`config.mk`:
```
export PLATFORM = sky130hd
export DESIGN_NAME = logic_unit_sched_flat
export DESIGN_NICKNAME = d
export VERILOG_FILES = /design/src/rtl/logic_unit_sched_if.sv /design/src/rtl/logic_unit_sched.sv /design/src/flat_wrapper.sv
export SDC_FILE = /design/constraint.sdc
export NUM_CORES = 1
export LEC_CHECK = 0
export CAP_MARGIN = 0
export CORE_MARGIN = 4
export CORE_UTILIZATION = 41
export CTS_CLUSTER_SIZE = 20
export DETAILED_ROUTE_END_ITERATION = 8
export PLACE_DENSITY = 0.9
export SETUP_SLACK_MARGIN = 0.02
export SLEW_MARGIN = 20
export SYNTH_ARGS = -nofsm -noshare
export SYNTH_HDL_FRONTEND = slang
export SYNTH_SLANG_ARGS = --single-unit
```
`constraint.sdc`:
```
create_clock -name clk_i -period 3.7 [get_ports clk_i]
set_input_delay 0.555 -clock clk_i [delete_from_list [all_inputs] [get_ports clk_i]]
set_output_delay 0.555 -clock clk_i [all_outputs]
set_load 0.005 [all_outputs]
```
`src/rtl/logic_unit_sched_if.sv`:
```
// Request/response bundle between the requesters/consumer and the shared logic-unit scheduler.
interface logic_unit_sched_if #(
    parameter int NUM_REQ = 4,
    parameter int ID_W    = 2,
    parameter int WIDTH   = 32
);
    logic [NUM_REQ-1:0]       req_valid;
    logic [NUM_REQ-1:0]       req_ready;
    logic [NUM_REQ*WIDTH-1:0] req_opA;
    logic [NUM_REQ*WIDTH-1:0] req_opB;
    logic [NUM_REQ*2-1:0]     req_op;
    logic                     resp_valid;
    logic                     resp_ready;
    logic [WIDTH-1:0]         resp_result;
    logic [ID_W-1:0]          resp_id;

    modport master (
        output req_valid, req_opA, req_opB, req_op, resp_ready,
        input  req_ready, resp_valid, resp_result, resp_id
    );

    modport slave (
        input  req_valid, req_opA, req_opB, req_op, resp_ready,
        output req_ready, resp_valid, resp_result, resp_id
    );
endinterface

```
`src/rtl/logic_unit_sched.sv`:
```
// Shares one AND/OR/XOR/NOR unit among NUM_REQ requesters; round-robin grant by default,
// fixed priority (lowest index wins) when LOGIC_SCHED_FIXED_PRI_EN is defined.
module logic_unit_sched #(
    parameter int NUM_REQ = 4,
    parameter int ID_W    = 2,
    parameter int WIDTH   = 32
) (
    input  logic                 clk_i,
    input  logic                 resetn_i,
    logic_unit_sched_if.slave    bus,
    output logic [15:0]          served_count_o
);

    logic [NUM_REQ-1:0][WIDTH-1:0] op_a, op_b;
    logic [NUM_REQ-1:0][1:0]       op_sel;

    for (genvar i = 0; i < NUM_REQ; i++) begin : g_unpack
        assign op_a[i]   = bus.req_opA[i*WIDTH +: WIDTH];
        assign op_b[i]   = bus.req_opB[i*WIDTH +: WIDTH];
        assign op_sel[i] = bus.req_op[i*2 +: 2];
    end

    function automatic logic [WIDTH-1:0] logic_op(input logic [1:0] op,
                                                  input logic [WIDTH-1:0] a,
                                                  input logic [WIDTH-1:0] b);
        case (op)
            2'd0:    logic_op = a & b;
            2'd1:    logic_op = a | b;
            2'd2:    logic_op = a ^ b;
            default: logic_op = ~(a | b);
        endcase
    endfunction

    logic                 resp_valid_q, resp_valid_d;
    logic [WIDTH-1:0]     resp_result_q, resp_result_d;
    logic [ID_W-1:0]      resp_id_q, resp_id_d;
    logic [15:0]          served_q, served_d;
    logic [ID_W-1:0]      rr_ptr;
    logic                 gnt_vld;
    logic [ID_W-1:0]      gnt_idx;
    logic [ID_W-1:0]      scan_idx;
    logic                 can_accept;
    logic                 accept;
    logic [NUM_REQ-1:0]   req_ready;

`ifdef LOGIC_SCHED_FIXED_PRI_EN
    assign rr_ptr = '0;
`else
    logic [ID_W-1:0] rr_ptr_q, rr_ptr_d;

    assign rr_ptr_d = accept ? gnt_idx + ID_W'(1) : rr_ptr_q;
    assign rr_ptr   = rr_ptr_q;

    always_ff @(posedge clk_i or negedge resetn_i) begin
        if (!resetn_i) rr_ptr_q <= '0;
        else           rr_ptr_q <= rr_ptr_d;
    end
`endif

    // NUM_REQ is a power of two, so the ID_W-bit add wraps the scan naturally.
    always_comb begin
        gnt_vld  = 1'b0;
        gnt_idx  = '0;
        scan_idx = '0;
        for (int k = 0; k < NUM_REQ; k++) begin
            scan_idx = rr_ptr + ID_W'(k);
            if (!gnt_vld && bus.req_valid[scan_idx]) begin
                gnt_vld = 1'b1;
                gnt_idx = scan_idx;
            end
        end
    end

    assign can_accept = ~resp_valid_q | bus.resp_ready;
    assign accept     = gnt_vld & can_accept;

    always_comb begin
        req_ready = '0;
        if (accept) req_ready[gnt_idx] = 1'b1;
    end

    assign bus.req_ready = req_ready;

    always_comb begin
        resp_valid_d  = resp_valid_q;
        resp_result_d = resp_result_q;
        resp_id_d     = resp_id_q;
        served_d      = served_q;
        if (accept) begin
            resp_valid_d  = 1'b1;
            resp_result_d = logic_op(op_sel[gnt_idx], op_a[gnt_idx], op_b[gnt_idx]);
            resp_id_d     = gnt_idx;
            served_d      = served_q + 16'd1;
        end else if (bus.resp_ready) begin
            resp_valid_d  = 1'b0;
        end
    end

    always_ff @(posedge clk_i or negedge resetn_i) begin
        if (!resetn_i) begin
            resp_valid_q  <= 1'b0;
            resp_result_q <= '0;
            resp_id_q     <= '0;
            served_q      <= '0;
        end else begin
            resp_valid_q  <= resp_valid_d;
            resp_result_q <= resp_result_d;
            resp_id_q     <= resp_id_d;
            served_q      <= served_d;
        end
    end

    assign bus.resp_valid  = resp_valid_q;
    assign bus.resp_result = resp_result_q;
    assign bus.resp_id     = resp_id_q;
    assign served_count_o  = served_q;

endmodule

```
`src/flat_wrapper.sv`:
```
// flat-port wrapper written by rule: the top's interface ports become plain ports
module logic_unit_sched_flat 
#(
    parameter int NUM_REQ = 4,
    parameter int ID_W    = 2,
    parameter int WIDTH   = 32
)
  (clk_i, resetn_i, served_count_o, bus_req_valid, bus_req_opA, bus_req_opB, bus_req_op, bus_resp_ready, bus_req_ready, bus_resp_valid, bus_resp_result, bus_resp_id);
  logic_unit_sched_if #(.NUM_REQ(NUM_REQ), .ID_W(ID_W), .WIDTH(WIDTH)) bus_i ();
  input  logic clk_i;
  input  logic resetn_i;
  output logic [15:0] served_count_o;
  input wire logic [$bits(bus_i.req_valid)-1:0] bus_req_valid;
  input wire logic [$bits(bus_i.req_opA)-1:0] bus_req_opA;
  input wire logic [$bits(bus_i.req_opB)-1:0] bus_req_opB;
  input wire logic [$bits(bus_i.req_op)-1:0] bus_req_op;
  input wire logic [$bits(bus_i.resp_ready)-1:0] bus_resp_ready;
  output wire logic [$bits(bus_i.req_ready)-1:0] bus_req_ready;
  output wire logic [$bits(bus_i.resp_valid)-1:0] bus_resp_valid;
  output wire logic [$bits(bus_i.resp_result)-1:0] bus_resp_result;
  output wire logic [$bits(bus_i.resp_id)-1:0] bus_resp_id;
  assign bus_i.req_valid = bus_req_valid;
  assign bus_i.req_opA = bus_req_opA;
  assign bus_i.req_opB = bus_req_opB;
  assign bus_i.req_op = bus_req_op;
  assign bus_i.resp_ready = bus_resp_ready;
  assign bus_req_ready = bus_i.req_ready;
  assign bus_resp_valid = bus_i.resp_valid;
  assign bus_resp_result = bus_i.resp_result;
  assign bus_resp_id = bus_i.resp_id;
  logic_unit_sched #(.NUM_REQ(NUM_REQ), .ID_W(ID_W), .WIDTH(WIDTH)) u_core (.clk_i(clk_i), .resetn_i(resetn_i), .bus(bus_i), .served_count_o(served_count_o));
endmodule
```
# [Word level (Yosys, flattened, before mapping)]
# Cells that the tools add are included.
[classes] n_shift=0 reduce_logical=9 add_sub_neg=5 n_mul=0 magnitude_cmp=6 n_bitwise=7 n_eq_ne=2 n_div=0 muxes=28
[op_table] op="32-bit binary-select mux with 2-bit select" count=2
[op_table] op="32-bit one-hot mux with 3 select lines" count=1
[op_table] op="32-bit 2-to-1 mux" count=2
[op_table] op="32-bit bitwise AND" count=1
[op_table] op="32-bit NOT" count=1
[op_table] op="32-bit OR" count=1
[op_table] op="32-bit XOR" count=1
[op_table] op="16-bit by 1-bit adder with 16-bit output (second input constant)" count=1
[op_table] op="2-bit by 3-bit less-than comparator with 1-bit output (second input constant)" count=5
[op_table] op="1-bit 2-to-1 mux" count=11
[op_table] op="2-bit 2-to-1 mux" count=5
[op_table] op="1-bit binary-select mux with 2-bit select" count=4
[op_table] op="2-bit by 1-bit adder with 2-bit output (second input constant)" count=2
[op_table] op="2-bit adder (second input constant)" count=2
[op_table] op="2-bit binary-select mux with 2-bit select" count=1
[op_table] op="1-bit logical AND" count=4
[op_table] op="4-bit 2-to-1 mux" count=1
[op_table] op="1-bit zero test" count=3
[op_table] op="1-bit demux with 2-bit select" count=1
[op_table] op="2-bit by 1-bit equality test with 1-bit output (second input constant)" count=1
[op_table] op="2-bit equality test (second input constant)" count=1
[op_table] op="2-bit by 1-bit >= comparator with 1-bit output (second input constant)" count=1
[op_table] op="2-bit zero test" count=1
[op_table] op="2-bit nonzero test" count=1
[op_table] op="other kinds (3)" count=3
[totals] mem_count=0 romBits=0 mem_bits_rw=0 reg_bits=53 inputBits=271 latchBits=0 wordCells=62 output_inout_bits=55

# [Logic depth before layout (Yosys ltp)]
[depth] word_depth=17 mapped_depth=13 mapped_depth_nobuf=10

# [Worst setup path before layout]
# OpenSTA, ideal clock, no wires.
[synth_timing] kind="input port to flip-flop" from="input port bus_req_valid[0]" to="register u_core.resp_result_q[17], in the netlist u_core.bus.resp_result[17]" n_path_buf=3 setup_ns=0.123 stages=12 required_time_ns=3.577 arrival_time_ns=2.765 setup_slack_ns=0.812 cell_sequence="nor3b_1 a21oi_2 and2_1 buf_4 inv_1 buf_2 buf_4 mux2i_1 mux2_2 ha_1 mux2_1 o221a_2"
[synth_via] elab_chain_cells=17
[synth_lines] element="from (decl)" line="flat_wrapper.sv:13" rtl="input wire logic [$bits(bus_i.req_valid)-1:0] bus_req_valid;"
[synth_lines] element="1-bit binary-select mux with 2-bit select" line="logic_unit_sched.sv:67" rtl="if (!gnt_vld && bus.req_valid[scan_idx]) begin"
[synth_lines] element="1-bit 2-to-1 mux (not written as such)" line="logic_unit_sched.sv:67"
[synth_lines] element="1-bit 2-to-1 mux" line="logic_unit_sched.sv:67"
[synth_lines] element="1-bit zero test" line="logic_unit_sched.sv:67"
[synth_lines] element="1-bit logical AND" line="logic_unit_sched.sv:67"
[synth_lines] element="1-bit 2-to-1 mux" line="logic_unit_sched.sv:67"
[synth_lines] element="1-bit zero test" line="logic_unit_sched.sv:67"
[synth_lines] element="1-bit logical AND" line="logic_unit_sched.sv:67"
[synth_lines] element="1-bit 2-to-1 mux" line="logic_unit_sched.sv:67"
[synth_lines] element="1-bit zero test" line="logic_unit_sched.sv:67"
[synth_lines] element="1-bit logical AND" line="logic_unit_sched.sv:67"
[synth_lines] element="2-bit 2-to-1 mux" line="logic_unit_sched.sv:67"
[synth_lines] element="32-bit binary-select mux with 2-bit select" line="logic_unit_sched.sv:91" rtl="resp_result_d = logic_op(op_sel[gnt_idx], op_a[gnt_idx], op_b[gnt_idx]);"
[synth_lines] element="32-bit 2-to-1 mux (not written as such)" line="logic_unit_sched.sv:91"
[synth_lines] element="32-bit OR" line="logic_unit_sched.sv:28, logic_unit_sched.sv:30"
[synth_lines] element="32-bit NOT" line="logic_unit_sched.sv:30" rtl="default: logic_op = ~(a | b);"
[synth_lines] element="32-bit one-hot mux with 3 select lines" line="logic_unit_sched.sv:26" rtl="case (op)"
[synth_lines] element="to (signal assigned)" line="logic_unit_sched.sv:107" rtl="resp_result_q <= resp_result_d;"
[synth_lines] element="to (decl)" line="logic_unit_sched.sv:35" rtl="logic [WIDTH-1:0] resp_result_q, resp_result_d;"
# Parallel ways exist; a longest one is shown, timed or not. The select of a mux whose other input is x is not followed.
# A chain may end at the register's enable or synchronous reset.

# [Final worst setup path]
[layout_timing] from="input port bus_req_valid[1]" to="output port bus_req_ready[3]"
[layout_via] elab_chain_cells=17
[layout_lines] element="1-bit binary-select mux with 2-bit select" line="logic_unit_sched.sv:67"
[layout_lines] element="1-bit 2-to-1 mux (not written as such)" line="logic_unit_sched.sv:67"
[layout_lines] element="1-bit 2-to-1 mux" line="logic_unit_sched.sv:67"
[layout_lines] element="1-bit zero test" line="logic_unit_sched.sv:67"
[layout_lines] element="1-bit logical AND" line="logic_unit_sched.sv:67"
[layout_lines] element="1-bit 2-to-1 mux" line="logic_unit_sched.sv:67"
[layout_lines] element="1-bit zero test" line="logic_unit_sched.sv:67"
[layout_lines] element="1-bit logical AND" line="logic_unit_sched.sv:67"
[layout_lines] element="1-bit 2-to-1 mux" line="logic_unit_sched.sv:67"
[layout_lines] element="1-bit zero test" line="logic_unit_sched.sv:67"
[layout_lines] element="1-bit logical AND" line="logic_unit_sched.sv:67"
[layout_lines] element="2-bit 2-to-1 mux" line="logic_unit_sched.sv:67"
[layout_lines] element="2-bit by 3-bit less-than comparator with 1-bit output (not written as such) or 2-bit by 1-bit >= comparator with 1-bit output (tied branches)" line="logic_unit_sched.sv:79" rtl="if (accept) req_ready[gnt_idx] = 1'b1;"
[layout_lines] element="1-bit logical AND (not written as such)" line="logic_unit_sched.sv:79"
[layout_lines] element="1-bit 2-to-1 mux (not written as such)" line="logic_unit_sched.sv:79"
[layout_lines] element="1-bit demux with 2-bit select"
[layout_lines] element="4-bit 2-to-1 mux *" line="logic_unit_sched.sv:79"
[layout_lines] element="to (decl)" line="flat_wrapper.sv:18" rtl="output wire logic [$bits(bus_i.req_ready)-1:0] bus_req_ready;"
# Mark *: on every way between the ends. The rest lies on a longest branch, timed or not. The select of a mux whose other input is x is not followed.

==> impl_metrics.ini <==
[synthesis]
syn_area_um2 = 6342
synth-edff-count = 0
ys.flop_type = dfrtp_1
ys_seq_elements = 53
syn_nets = 971
syn_inst = 631
async_flop_share_pct = 100.0
ys_seq_area_share_pct = 20.91
yosysWarnings = 0
ys_types = 34
synth.avg_cell_area_um2 = 10.05

[setup_path]
worstReg2RegEnd = u_core.bus.resp_result[12]
crit_start = bus_req_valid[1]
critical_path_class = input port to primary output
crit_end = bus_req_ready[3]
rr_worst_depth = 10
crit_path_start_kind = input port
r2r_setup_slack_ps = 810
cp.arrival_ps = 2800
cp.required_ps = 3140
timing.rr.start = u_core.rr_ptr[1]
critPathMaxFanout = 41
cp-end-kind = primary output

[floorplan]
chipHeight_um = 132.4
rows = 45
die_w_um = 132.4
start_util_pct = 41.72
io-pin-count = 326
die_area_um2 = 17520
coreArea_um2 = 15200

[routing]
drc = 0
dr.pass1.iters = 6
ant_nets = 0
vias = 5765
routed_wl_um = 20740
drtIter0Drc = 221
routed_via_density = 5.111
wl_per_cell_um = 18.39

[timing]
fmax_ghz = 0.2985
finalSetupViolations = 0
grt_setup_unrepaired = no
min_period_over_period_pct = 90.55
tightest_slew_ps = 832.5
final.setup.tns_ps = 0
fin_crit_ps = 3350
slew_headroom_pct = 44.50
holdWs_ps = 253.4
slew_viol_final = 0
fin_worst_skew_ps = 6.738
finalHoldViolCount = 0

[grt]
grt_overflow = 0
grt_pass1_wl_um = 32010
first_global_vias = 6116
antenna_found_initial = 0
grt_max_degree = 45
grt_usage_pct = 22.54

[placement]
hpwl_um = 17190
io_buffer_count = 325
post_dp_cell_area_um2 = 9816
gp_congestion = 0.8316

[power_and_ir_drop]
p_leak_nw = 4.740
irDropWorstVdd_v = 0.0002759
power.density_nw_per_um2 = 513.1

[cts]
clock_sinks = 53
tritoncts.num_buffers = 5
cts_setup_buffers = 0
worstSkewPairLatency_ps = 300
cts_repair_resize_count = 0
cts_tree = built
clkTransAtPathRegs_ps = 80
htreeDepth = 2
cts_root_buf = clkbuf_16
clockBufferDepth = 2
hold_buffers = 0

[final_layout]
n_antenna_cell = 0
seq_area_um2 = 1326
final_nets = 1279
fillers = 1251
postLayoutCoreUtil_pct = 65.57
syn_to_final_growth_pct = 57.17
final_area_um2 = 9968
drive_above_1_share_pct = 10.43
multi_input_area_um2 = 4542

[status]
status = finished clean

[flow_run]
maxCapViolations = 0

[worst_hold_path]
hold_class = input port to asynchronous set/reset pin
## cell type report
class                           instances  area share (%)
Timing Repair Buffer                  342           34.64
Clock buffer                            5           1.255
Clock inverter                          3          0.2510
Inverter                               69           2.623
Tap cell                              188           2.360
Multi-Input combinational cell        468           45.56
Sequential cell                        53           13.30
## registers in the layout, indices dropped and copies added (netlist names)
name                    cells
u_core.bus.resp_id          2
u_core.served_count_o      16
u_core.bus.resp_valid       1
u_core.rr_ptr               2
u_core.bus.resp_result     32
## worst max-delay path, cell delays in order
cell and delay, ps:
clkdlybuf4s50_1 570, mux2i_1 120, a21oi_2 190, and2_4 240
buf_12 270, ha_1 190, and2_1 120, clkdlybuf4s50_1 510
## routing by layer
metal	GRT usage [%]	vias up	share of wire [%]
li1	-	2822	-
met5	0	-	0
met3	5.000	32	6.8
met4	5.716	0	2.4
met1	25.30	2686	39
met2	42.82	225	52
## report_power, final
part,internal [W],leakage (nW),switching [W]
Combinational,0.00192,4.00,0.00173
Sequential,0.000800,0.665,0.000168
Clock,0.000257,0.0708,0.000238
## worst min-delay path by stage
| stage | to | cells after the start | from |
|---|---|---|---|
| global placement | u_core.served_count_o[15] | 1 | u_core.served_count_o[15] |
| detailed placement | u_core.served_count_o[15] | 1 | u_core.served_count_o[15] |
| floorplan | u_core.bus.resp_id[0] | 0 | resetn_i |
| finish | u_core.served_count_o[9] | 1 | resetn_i |
| global route | u_core.served_count_o[10] | 1 | resetn_i |
| CTS | u_core.served_count_o[15] | 1 | u_core.served_count_o[15] |
## cell usage after synthesis (2+ instances only)
| library cell | instances | area (um2) |
|---|---|---|
| mux2i_1 | 197 | 1972 |
| ha_1 | 69 | 863.3 |
| inv_1 | 69 | 259.0 |
| dfrtp_1 | 53 | 1326 |
| nand2_1 | 51 | 191.4 |
| mux2_2 | 33 | 371.6 |
| xor2_1 | 33 | 289.0 |
| o221ai_2 | 30 | 450.4 |
| buf_2 | 21 | 105.1 |
| xnor2_1 | 14 | 122.6 |
| buf_4 | 9 | 67.56 |
| nand3_1 | 8 | 40.04 |
| clkbuf_1 | 6 | 22.52 |
| and2_1 | 5 | 31.28 |
| a21oi_1 | 4 | 20.02 |
| buf_6 | 4 | 45.04 |
| nor2_1 | 4 | 15.01 |
| o21ai_0 | 3 | 15.01 |
| a21o_1 | 2 | 15.01 |
| nand4_1 | 2 | 12.51 |
## kinds of logic (layout without fill, tap and decap cells)
family                     after synthesis  after routing  synth area share, %
xor gates and xnor gates                47             47                6.491
adders and majority gates               69             69                13.61
buffers and inverters                  110            419                7.930
AOI/OAI and AO/OA                       44             44                8.621
and+or+nand+nor                         77             77                5.307
DFF                                     53             53                20.91
muxes                                  231            231                37.13
## cells in the final DEF (no fill, tap or decap), types with 2 or more instances in the layout
master           instances
clkbuf_16                5
o221ai_2                30
buf_12                   6
nor2_1                   4
xor2_1                  33
ha_1                    69
inv_1                   68
nand4_1                  2
and2_1                   4
nand3_1                  8
buf_4                   12
mux2_2                  33
a21oi_1                  4
o21ai_0                  3
xnor2_1                 14
nand2_1                 50
clkdlybuf4s50_1        324
dfrtp_1                 53
inv_6                    2
mux2i_1                196
## stage by stage
| step | std cells | setup slack (ps) | total power, W |
|---|---|---|---|
| 2_1_floorplan | 631 | 812.1 | 0.003316 |
| 3_3_place_gp | 1120 | 384.6 | 0.004527 |
| 3_5_place_dp | 1120 | 217.8 | 0.004650 |
| 4_1_cts | 1128 | 345.9 | 0.005169 |
| 5_1_grt | 1128 | 262.6 | 0.005518 |
| 6_report | 1128 | 349.7 | 0.005115 |
Note: power is estimated with default switching activity, not from simulation.
